## config.mk

```make
export PLATFORM = sky130hd
export DESIGN_NAME = feed_multi
export DESIGN_NICKNAME = d
export VERILOG_FILES = /design/src/rtl/feed_pkg.sv /design/src/rtl/rr_arbiter.sv /design/src/rtl/feed_multi.sv
export SDC_FILE = /design/constraint.sdc
export NUM_CORES = 1
export LEC_CHECK = 0
export CAP_MARGIN = 15
export CORE_AREA = 2 2 380 382
export CTS_CLUSTER_DIAMETER = 150
export CTS_CLUSTER_SIZE = 14
export DETAILED_ROUTE_END_ITERATION = 16
export DIE_AREA = 0 0 382 384
export PLACE_DENSITY = 0.44
export RECOVER_POWER = 25
export SYNTH_ARGS = -nofsm -noshare
export SYNTH_HDL_FRONTEND = slang
export SYNTH_HIERARCHICAL = 1
export SYNTH_SLANG_ARGS = --single-unit
```

## constraint.sdc

```tcl
create_clock -name clock -period 4.5 [get_ports clock]
set_input_delay 1.125 -clock clock [delete_from_list [all_inputs] [get_ports clock]]
set_output_delay 1.125 -clock clock [all_outputs]
set_load 0.005 [all_outputs]
```

## src/rtl/feed_pkg.sv

```systemverilog
// Shared widths, task/result records and lane state for the feed dispatcher.
package feed_pkg;

    localparam int BOARD_W  = 64;
    localparam int TASKID_W = 16;
    localparam int RES_W    = 8;
    localparam int NODES_W  = 16;
    localparam int TASK_W   = 2 * BOARD_W + TASKID_W;
    localparam int RESULT_W = RES_W + TASKID_W + NODES_W;

    // Idle-filler tasks carry an all-ones id and are swallowed at the input.
    localparam logic [TASKID_W-1:0] SENTINEL_ID = '1;

    typedef struct packed {
        logic [BOARD_W-1:0]  player;
        logic [BOARD_W-1:0]  opponent;
        logic [TASKID_W-1:0] taskid;
    } task_t;

    typedef struct packed {
        logic signed [RES_W-1:0] res;
        logic [TASKID_W-1:0]     taskid;
        logic [NODES_W-1:0]      nodes;
    } result_t;

    typedef enum logic [1:0] {
        IDLE  = 2'd0,
        ISSUE = 2'd1,
        RUN   = 2'd2
    } lane_state_e;

    function automatic logic is_sentinel(input task_t t);
        return t.taskid == SENTINEL_ID;
    endfunction

endpackage

```

## src/rtl/rr_arbiter.sv

```systemverilog
// Round-robin picker: first request at or after base_i, wrapping past N-1 to 0.
module rr_arbiter #(
    parameter int N     = 4,
    parameter int PTR_W = (N > 1) ? $clog2(N) : 1
) (
    input  logic [N-1:0]     req_i,
    input  logic [PTR_W-1:0] base_i,
    output logic [N-1:0]     gnt_o,
    output logic [PTR_W-1:0] gnt_idx_o,
    output logic             gnt_valid_o
);

    // Two passes: lanes from base_i upward, then the wrapped lanes below base_i.
    always_comb begin
        gnt_o       = '0;
        gnt_idx_o   = '0;
        gnt_valid_o = 1'b0;
        for (int i = 0; i < N; i++) begin
            if (!gnt_valid_o && req_i[i] && (i >= int'(base_i))) begin
                gnt_o[i]    = 1'b1;
                gnt_idx_o   = PTR_W'(i);
                gnt_valid_o = 1'b1;
            end
        end
        for (int i = 0; i < N; i++) begin
            if (!gnt_valid_o && req_i[i] && (i < int'(base_i))) begin
                gnt_o[i]    = 1'b1;
                gnt_idx_o   = PTR_W'(i);
                gnt_valid_o = 1'b1;
            end
        end
    end

endmodule

```

## src/rtl/feed_multi.sv

```systemverilog
// Multi-lane task dispatcher and result collector.
// Handshakes (input, lane task, lane result, output) are valid/ready: a transfer
// happens on a rising clock edge where both are high; the valid side keeps its
// data stable until that edge.
module feed_multi
    import feed_pkg::*;
#(
    parameter int NUM_LANES = 4,
    parameter int OUT_DEPTH = 4,
    parameter int TOTAL_W   = 32
) (
    input  logic                          clock,
    input  logic                          reset_n,
    input  logic [TASK_W-1:0]             input_data,
    input  logic                          input_valid,
    output logic                          input_ready,
    output logic [NUM_LANES*TASK_W-1:0]   lane_data,
    output logic [NUM_LANES-1:0]          lane_valid,
    input  logic [NUM_LANES-1:0]          lane_ready,
    input  logic [NUM_LANES*RESULT_W-1:0] lane_res_data,
    input  logic [NUM_LANES-1:0]          lane_res_valid,
    output logic [NUM_LANES-1:0]          lane_res_ready,
    output logic [RESULT_W-1:0]           output_data,
    output logic                          output_valid,
    input  logic                          output_ready,
    output logic [NUM_LANES-1:0]          busy_lanes,
    output logic [TOTAL_W-1:0]            nodes_total,
    output logic                          proto_err,
    output logic [2*NUM_LANES-1:0]        lane_state_dbg
);

    localparam int PTR_W = (NUM_LANES > 1) ? $clog2(NUM_LANES) : 1;
    localparam int AW    = $clog2(OUT_DEPTH);
    localparam int CNT_W = AW + 1;
    localparam logic [CNT_W-1:0] DEPTH_C = CNT_W'(OUT_DEPTH);

    lane_state_e          state_q [NUM_LANES];
    lane_state_e          state_d [NUM_LANES];
    task_t                task_q  [NUM_LANES];
    result_t              fifo_q  [OUT_DEPTH];
    logic [PTR_W-1:0]     dp_q, dp_d, cp_q, cp_d;
    logic [AW-1:0]        wr_q, rd_q;
    logic [CNT_W-1:0]     count_q;
    logic [TOTAL_W-1:0]   total_q;
    logic                 err_q;

    task_t                in_task;
    logic                 in_sentinel;
    logic [NUM_LANES-1:0] idle_vec, run_vec;
    logic [NUM_LANES-1:0] free_gnt, col_req, col_gnt;
    logic [PTR_W-1:0]     free_idx, col_idx;
    logic                 any_idle, push, pop, dispatch;
    result_t              res_sel, out_res;
    logic [TOTAL_W:0]     sum;

    function automatic logic [PTR_W-1:0] next_ptr(input logic [PTR_W-1:0] idx);
        if (int'(idx) >= NUM_LANES - 1) return '0;
        return idx + 1'b1;
    endfunction

    assign in_task     = task_t'(input_data);
    assign in_sentinel = is_sentinel(in_task);

    // Per-lane status vectors and lane-facing outputs.
    always_comb begin
        idle_vec       = '0;
        run_vec        = '0;
        lane_valid     = '0;
        busy_lanes     = '0;
        lane_data      = '0;
        lane_state_dbg = '0;
        for (int i = 0; i < NUM_LANES; i++) begin
            idle_vec[i]                    = (state_q[i] == IDLE);
            run_vec[i]                     = (state_q[i] == RUN);
            lane_valid[i]                  = (state_q[i] == ISSUE);
            busy_lanes[i]                  = (state_q[i] != IDLE);
            lane_data[i*TASK_W +: TASK_W]  = task_q[i];
            lane_state_dbg[2*i +: 2]       = state_q[i];
        end
    end

    rr_arbiter #(.N(NUM_LANES), .PTR_W(PTR_W)) u_free_arb (
        .req_i       (idle_vec),
        .base_i      (dp_q),
        .gnt_o       (free_gnt),
        .gnt_idx_o   (free_idx),
        .gnt_valid_o (any_idle)
    );

    // Results are only collected while the FIFO had room at the start of the cycle.
    assign col_req = lane_res_valid & {NUM_LANES{count_q != DEPTH_C}};

    rr_arbiter #(.N(NUM_LANES), .PTR_W(PTR_W)) u_col_arb (
        .req_i       (col_req),
        .base_i      (cp_q),
        .gnt_o       (col_gnt),
        .gnt_idx_o   (col_idx),
        .gnt_valid_o (push)
    );

    assign input_ready    = in_sentinel | any_idle;
    assign dispatch       = input_valid & ~in_sentinel & any_idle;
    assign lane_res_ready = col_gnt;
    assign output_valid   = (count_q != '0);
    assign out_res        = fifo_q[rd_q];
    assign output_data    = output_valid ? out_res : '0;
    assign pop            = output_valid & output_ready;
    assign nodes_total    = total_q;
    assign proto_err      = err_q;
    assign sum            = {1'b0, total_q} + {{(TOTAL_W + 1 - NODES_W){1'b0}}, out_res.nodes};

    // Mux the granted lane's result into the FIFO write port.
    always_comb begin
        res_sel = '0;
        for (int i = 0; i < NUM_LANES; i++) begin
            if (col_gnt[i]) res_sel = result_t'(lane_res_data[i*RESULT_W +: RESULT_W]);
        end
    end

    // Lane FSM next state and pointer advance; stray results leave state untouched.
    always_comb begin
        dp_d = dispatch ? next_ptr(free_idx) : dp_q;
        cp_d = push ? next_ptr(col_idx) : cp_q;
        for (int i = 0; i < NUM_LANES; i++) begin
            state_d[i] = state_q[i];
            case (state_q[i])
                IDLE:    if (dispatch && free_gnt[i]) state_d[i] = ISSUE;
                ISSUE:   if (lane_ready[i]) state_d[i] = RUN;
                RUN:     if (col_gnt[i]) state_d[i] = IDLE;
                default: state_d[i] = IDLE;
            endcase
        end
    end

    // Lane state, captured tasks and round-robin pointers.
    always_ff @(posedge clock or negedge reset_n) begin
        if (!reset_n) begin
            dp_q <= '0;
            cp_q <= '0;
            for (int i = 0; i < NUM_LANES; i++) begin
                state_q[i] <= IDLE;
                task_q[i]  <= '0;
            end
        end else begin
            dp_q <= dp_d;
            cp_q <= cp_d;
            for (int i = 0; i < NUM_LANES; i++) begin
                state_q[i] <= state_d[i];
                if (dispatch && free_gnt[i]) task_q[i] <= in_task;
            end
        end
    end

    // Output FIFO, saturating node total and sticky protocol error.
    always_ff @(posedge clock or negedge reset_n) begin
        if (!reset_n) begin
            wr_q    <= '0;
            rd_q    <= '0;
            count_q <= '0;
            total_q <= '0;
            err_q   <= 1'b0;
            for (int i = 0; i < OUT_DEPTH; i++) fifo_q[i] <= '0;
        end else begin
            if (push) begin
                fifo_q[wr_q] <= res_sel;
                wr_q         <= wr_q + 1'b1;
            end
            if (pop) begin
                rd_q    <= rd_q + 1'b1;
                total_q <= sum[TOTAL_W] ? '1 : sum[TOTAL_W-1:0];
            end
            count_q <= count_q + CNT_W'(push) - CNT_W'(pop);
            if (|(col_gnt & ~run_vec)) err_q <= 1'b1;
        end
    end

endmodule

```

==> results <==
-- area by class of cell --
cell class / count / share of cell area
tap: 1903 / 0.05000
sequential: 788 / 0.4141
antenna: 4 / 0.0002102
clock inverter: 8 / 0.002417
timing repair buffer: 1097 / 0.2323
multi-input combinational: 1511 / 0.2628
inverter: 18 / 0.001419
clock buffer: 72 / 0.03671
-- cells in the mapped netlist, types with 9 or more instances --
library cell  count  share of area
buf_4            41         0.0093
ha_1             24         0.0090
mux2_2          419           0.14
buf_6            26         0.0088
o21ai_0          18         0.0027
nor2_1          254          0.029
xnor2_1          12         0.0032
dfrtp_1         788           0.59
o21ai_1          12         0.0018
nand4_1          12         0.0023
nand2_1          55         0.0062
clkbuf_1         63         0.0071
buf_1            13         0.0015
a22oi_1          39         0.0088
nor2b_1          17         0.0032
inv_1            17         0.0019
mux2_1          166          0.056
nand2b_1          9         0.0017
mux4_2           40          0.027
a21oi_1         268          0.040
and2_1           50         0.0094
-- stage by stage --
| stage | area [um^2] | power [W] |
|---|---|---|
| 2_1_floorplan | 33230 | 0.02259 |
| 3_3_place_gp | 45840 | 0.03428 |
| 3_5_place_dp | 45840 | 0.03440 |
| 4_1_cts | 47710 | 0.04028 |
| 5_1_grt | 47610 | 0.04228 |
| 6_report | 47620 | 0.03952 |
-- worst min-delay path by stage --
stage / startpoint / endpoint / depth (start not counted)
floorplan: count_q[2] / count_q[2] / 1
global placement: proto_err / proto_err / 2
detailed placement: proto_err / proto_err / 2
CTS: proto_err / proto_err / 2
global route: lane_data[392] / lane_data[392] / 1
finish: proto_err / proto_err / 2
-- cells in the final DEF, fill, tap and decap left out, drive strengths merged, types with 4 or more instances in the layout --
| cell type | count |
|---|---|
| o22a | 5 |
| inv | 21 |
| and3 | 9 |
| nor2b | 17 |
| nand4 | 13 |
| mux4 | 40 |
| o21a | 5 |
| buf | 96 |
| o21ai | 31 |
| xor2 | 7 |
| a21oi | 269 |
| ha | 24 |
| a221oi | 4 |
| mux2i | 4 |
| clkbuf | 88 |
| a22oi | 39 |
| and4 | 4 |
| a21o | 9 |
| dfrtp | 788 |
| mux2 | 585 |
| clkdlybuf4s50 | 984 |
| o2bb2ai | 5 |
| xnor2 | 12 |
| nand2 | 62 |
| nor2 | 256 |
| a31oi | 5 |
| or2 | 5 |
| diode | 4 |
| and2 | 51 |
| nand2b | 9 |
| nand3 | 4 |
-- repair_timing --
action / in CTS / in global routing
endpoints found under the setup margin: 1 / 0
setup buffers: 0 / 0
gates resized for setup: 1 / 0
-- sequential cells by signal, indices dropped and copies added, names as in the netlist, 2 cells and up --
register	count
lane_data	576
fifo_q	160
nodes_total	32
lane_state_dbg	8
count_q	3
cp_q	2
dp_q	2
rd_q	2
wr_q	2
-- power groups by stage --
stage	Sequential [W]	Clock (W)	Combinational, W
detailed placement	0.0129	0	0.0215
global placement	0.0128	0	0.0215
global route	0.0133	0.00612	0.0229
CTS	0.0128	0.00586	0.0216
floorplan	0.0127	0	0.00984
finish	0.0128	0.00558	0.0212
-- layer usage --
| metal | GRT usage | wire [um] | vias up |
|---|---|---|---|
| met5 | 0 | 66 | - |
| met4 | 0.05227 | 3887 | 10 |
| met3 | 0.06730 | 11380 | 141 |
| met2 | 0.2711 | 59640 | 773 |
| met1 | 0.2144 | 53790 | 11920 |
| li1 | - | - | 10730 |
-- cells by family after synthesis --
kind of cell / count (synthesis) / synth area share
flip-flops: 788 / 0.5933
XOR/XNOR: 19 / 0.005007
AND/OR/NAND/NOR: 439 / 0.06389
AO/OA/AOI/OAI: 398 / 0.07036
buffers and inverters: 170 / 0.03065
adder cells (fa/ha/maj): 26 / 0.01024
multiplexers: 629 / 0.2265
-- critical path, delay by kind of cell (launching register included) --
| family | cells | cell delay, ns |
|---|---|---|
| mux | 1 | 0.34 |
| flops | 1 | 0.70 |
| simple gates | 1 | 0.16 |
| buf+inv | 3 | 1.24 |
==> flow_metrics.env <==
export IMPL_outcome="finished with violations"
export IMPL_violations="capacitance limit, slew limit"
export IMPL_ios=987
export IMPL_ys_types=71
export IMPL_fillers=14320
export IMPL_fin_tns_setup_ns=0
export IMPL_crit_slowest_cell="dfrtp_2"
export IMPL_die_w_um=382
export IMPL_cts_clk_slew_worst_paths_ns=0.07
export IMPL_fin_hold_ws_ns=0.4798
export IMPL_period_share=0.9433
export IMPL_die_y_um=384
export IMPL_ant_nets=0
export IMPL_crit_type="reg2out"
export IMPL_final_cells=5401
export IMPL_finalHoldViolCount=0
export IMPL_drtIter0Drc=1171
export IMPL_synth_edff_count=0
export IMPL_tightestPinTransition_ns=2.930
export IMPL_port_buffer_count=986
export IMPL_cts_sinks=788
export IMPL_relSlewSlack=-0.9533
export IMPL_maxCapViolations=1
export IMPL_critPathLaunch="rd_q[1]"
export IMPL_cts_buffers=67
export IMPL_endpoint_kind="output port"
export IMPL_cts_hold_buf=0
export IMPL_p_sw_w=0.01425
export IMPL_start_util=0.2328
export IMPL_grt_pass1_wl_mm=184.2
export IMPL_gp_congestion=0.8785
export IMPL_start_kind="flip-flop"
export IMPL_slew_viol_final=80
export IMPL_grt_usage=0.1713
export IMPL_synthArstFlopShare=1.000
export IMPL_cts_buffer_depth=3
export IMPL_hold_class="reg2reg"
export IMPL_core_um2=142800
export IMPL_rows=139
export IMPL_cpPeakStageDelay_ns=0.70
export IMPL_routed_via_density=4.365
export IMPL_yosysSeqAreaShare=0.5933
export IMPL_antenna_found_initial=14
export IMPL_cts_tree="yes"
export IMPL_synthCells=2469
export IMPL_grt_max_degree=85
export IMPL_p_per_area_nw_per_um2=829.9
export IMPL_vdd_ir_drop_max_uv=398.6
export IMPL_drive_gt1_frac=0.1946
export IMPL_dpl_cell_count=5317
export IMPL_worst_path_max_fanout=19
export IMPL_syn2layout_area_growth_pct=43.28
export IMPL_nNetsFinal=3825
export IMPL_cts_root_buf="clkbuf_16"
export IMPL_ys_flop_type="dfrtp_1"
export IMPL_rsz0062_at_grt="no"
export IMPL_wl_per_cell_um=23.84
export IMPL_syn_area_per_cell_um2=13.46
export IMPL_rr_worst_depth=9
export IMPL_cts_max_level=3
export IMPL_fin_ws_ns=0.2552
export IMPL_fin_worst_skew_ns=0.02421
export IMPL_crit_top_cell="buf_4"
export IMPL_clockPowerShare=0.141
export IMPL_seqPwrFrac=0.324
export IMPL_dp_hpwl_mm=97.19
export IMPL_worstPathRequired_ns=3.38
export IMPL_vias=23570
export IMPL_p_leak_nw=19.53
export IMPL_drc=0
export IMPL_sw_frac_of_total=0.3606
export IMPL_syn_area_um2=33230
export IMPL_place_ws_ns=-0.1515
export IMPL_synth_seq_cells=788
export IMPL_wirelength_mm=128.8
export IMPL_setup_violations_final=0
export IMPL_endpoint="output_data[39]"
export IMPL_yosys_warnings=6
export IMPL_grt_overflow=0
export IMPL_regArea_um2=19720
export IMPL_r2r_end="nodes_total[27]"
export IMPL_max_freq_mhz=235.6
export IMPL_postLayoutCoreUtil=0.3335
export IMPL_multi_input_area_um2=12520
export IMPL_final_min_clock_period_ns=4.245
export IMPL_reg2reg_from="rd_q[1]"
export IMPL_cp_cell_sequence="buf_4, buf_4, mux4_2, and2_1, clkdlybuf4s50_1"
export IMPL_intPower_w=0.02527
export IMPL_cp_arrival_ns=3.12
export IMPL_firstDrtPassIters=5
export IMPL_rrSetupSlack_ns=0.95
export IMPL_worstSkewPairLatency_ns=0.64
export IMPL_syn_num_nets=2811
export IMPL_grt_pass1_vias=24640
export IMPL_die_area_um2=146700
export IMPL_share_comb_of_total_power=0.535
No activity file was read; power rests on OpenSTA's default activity.
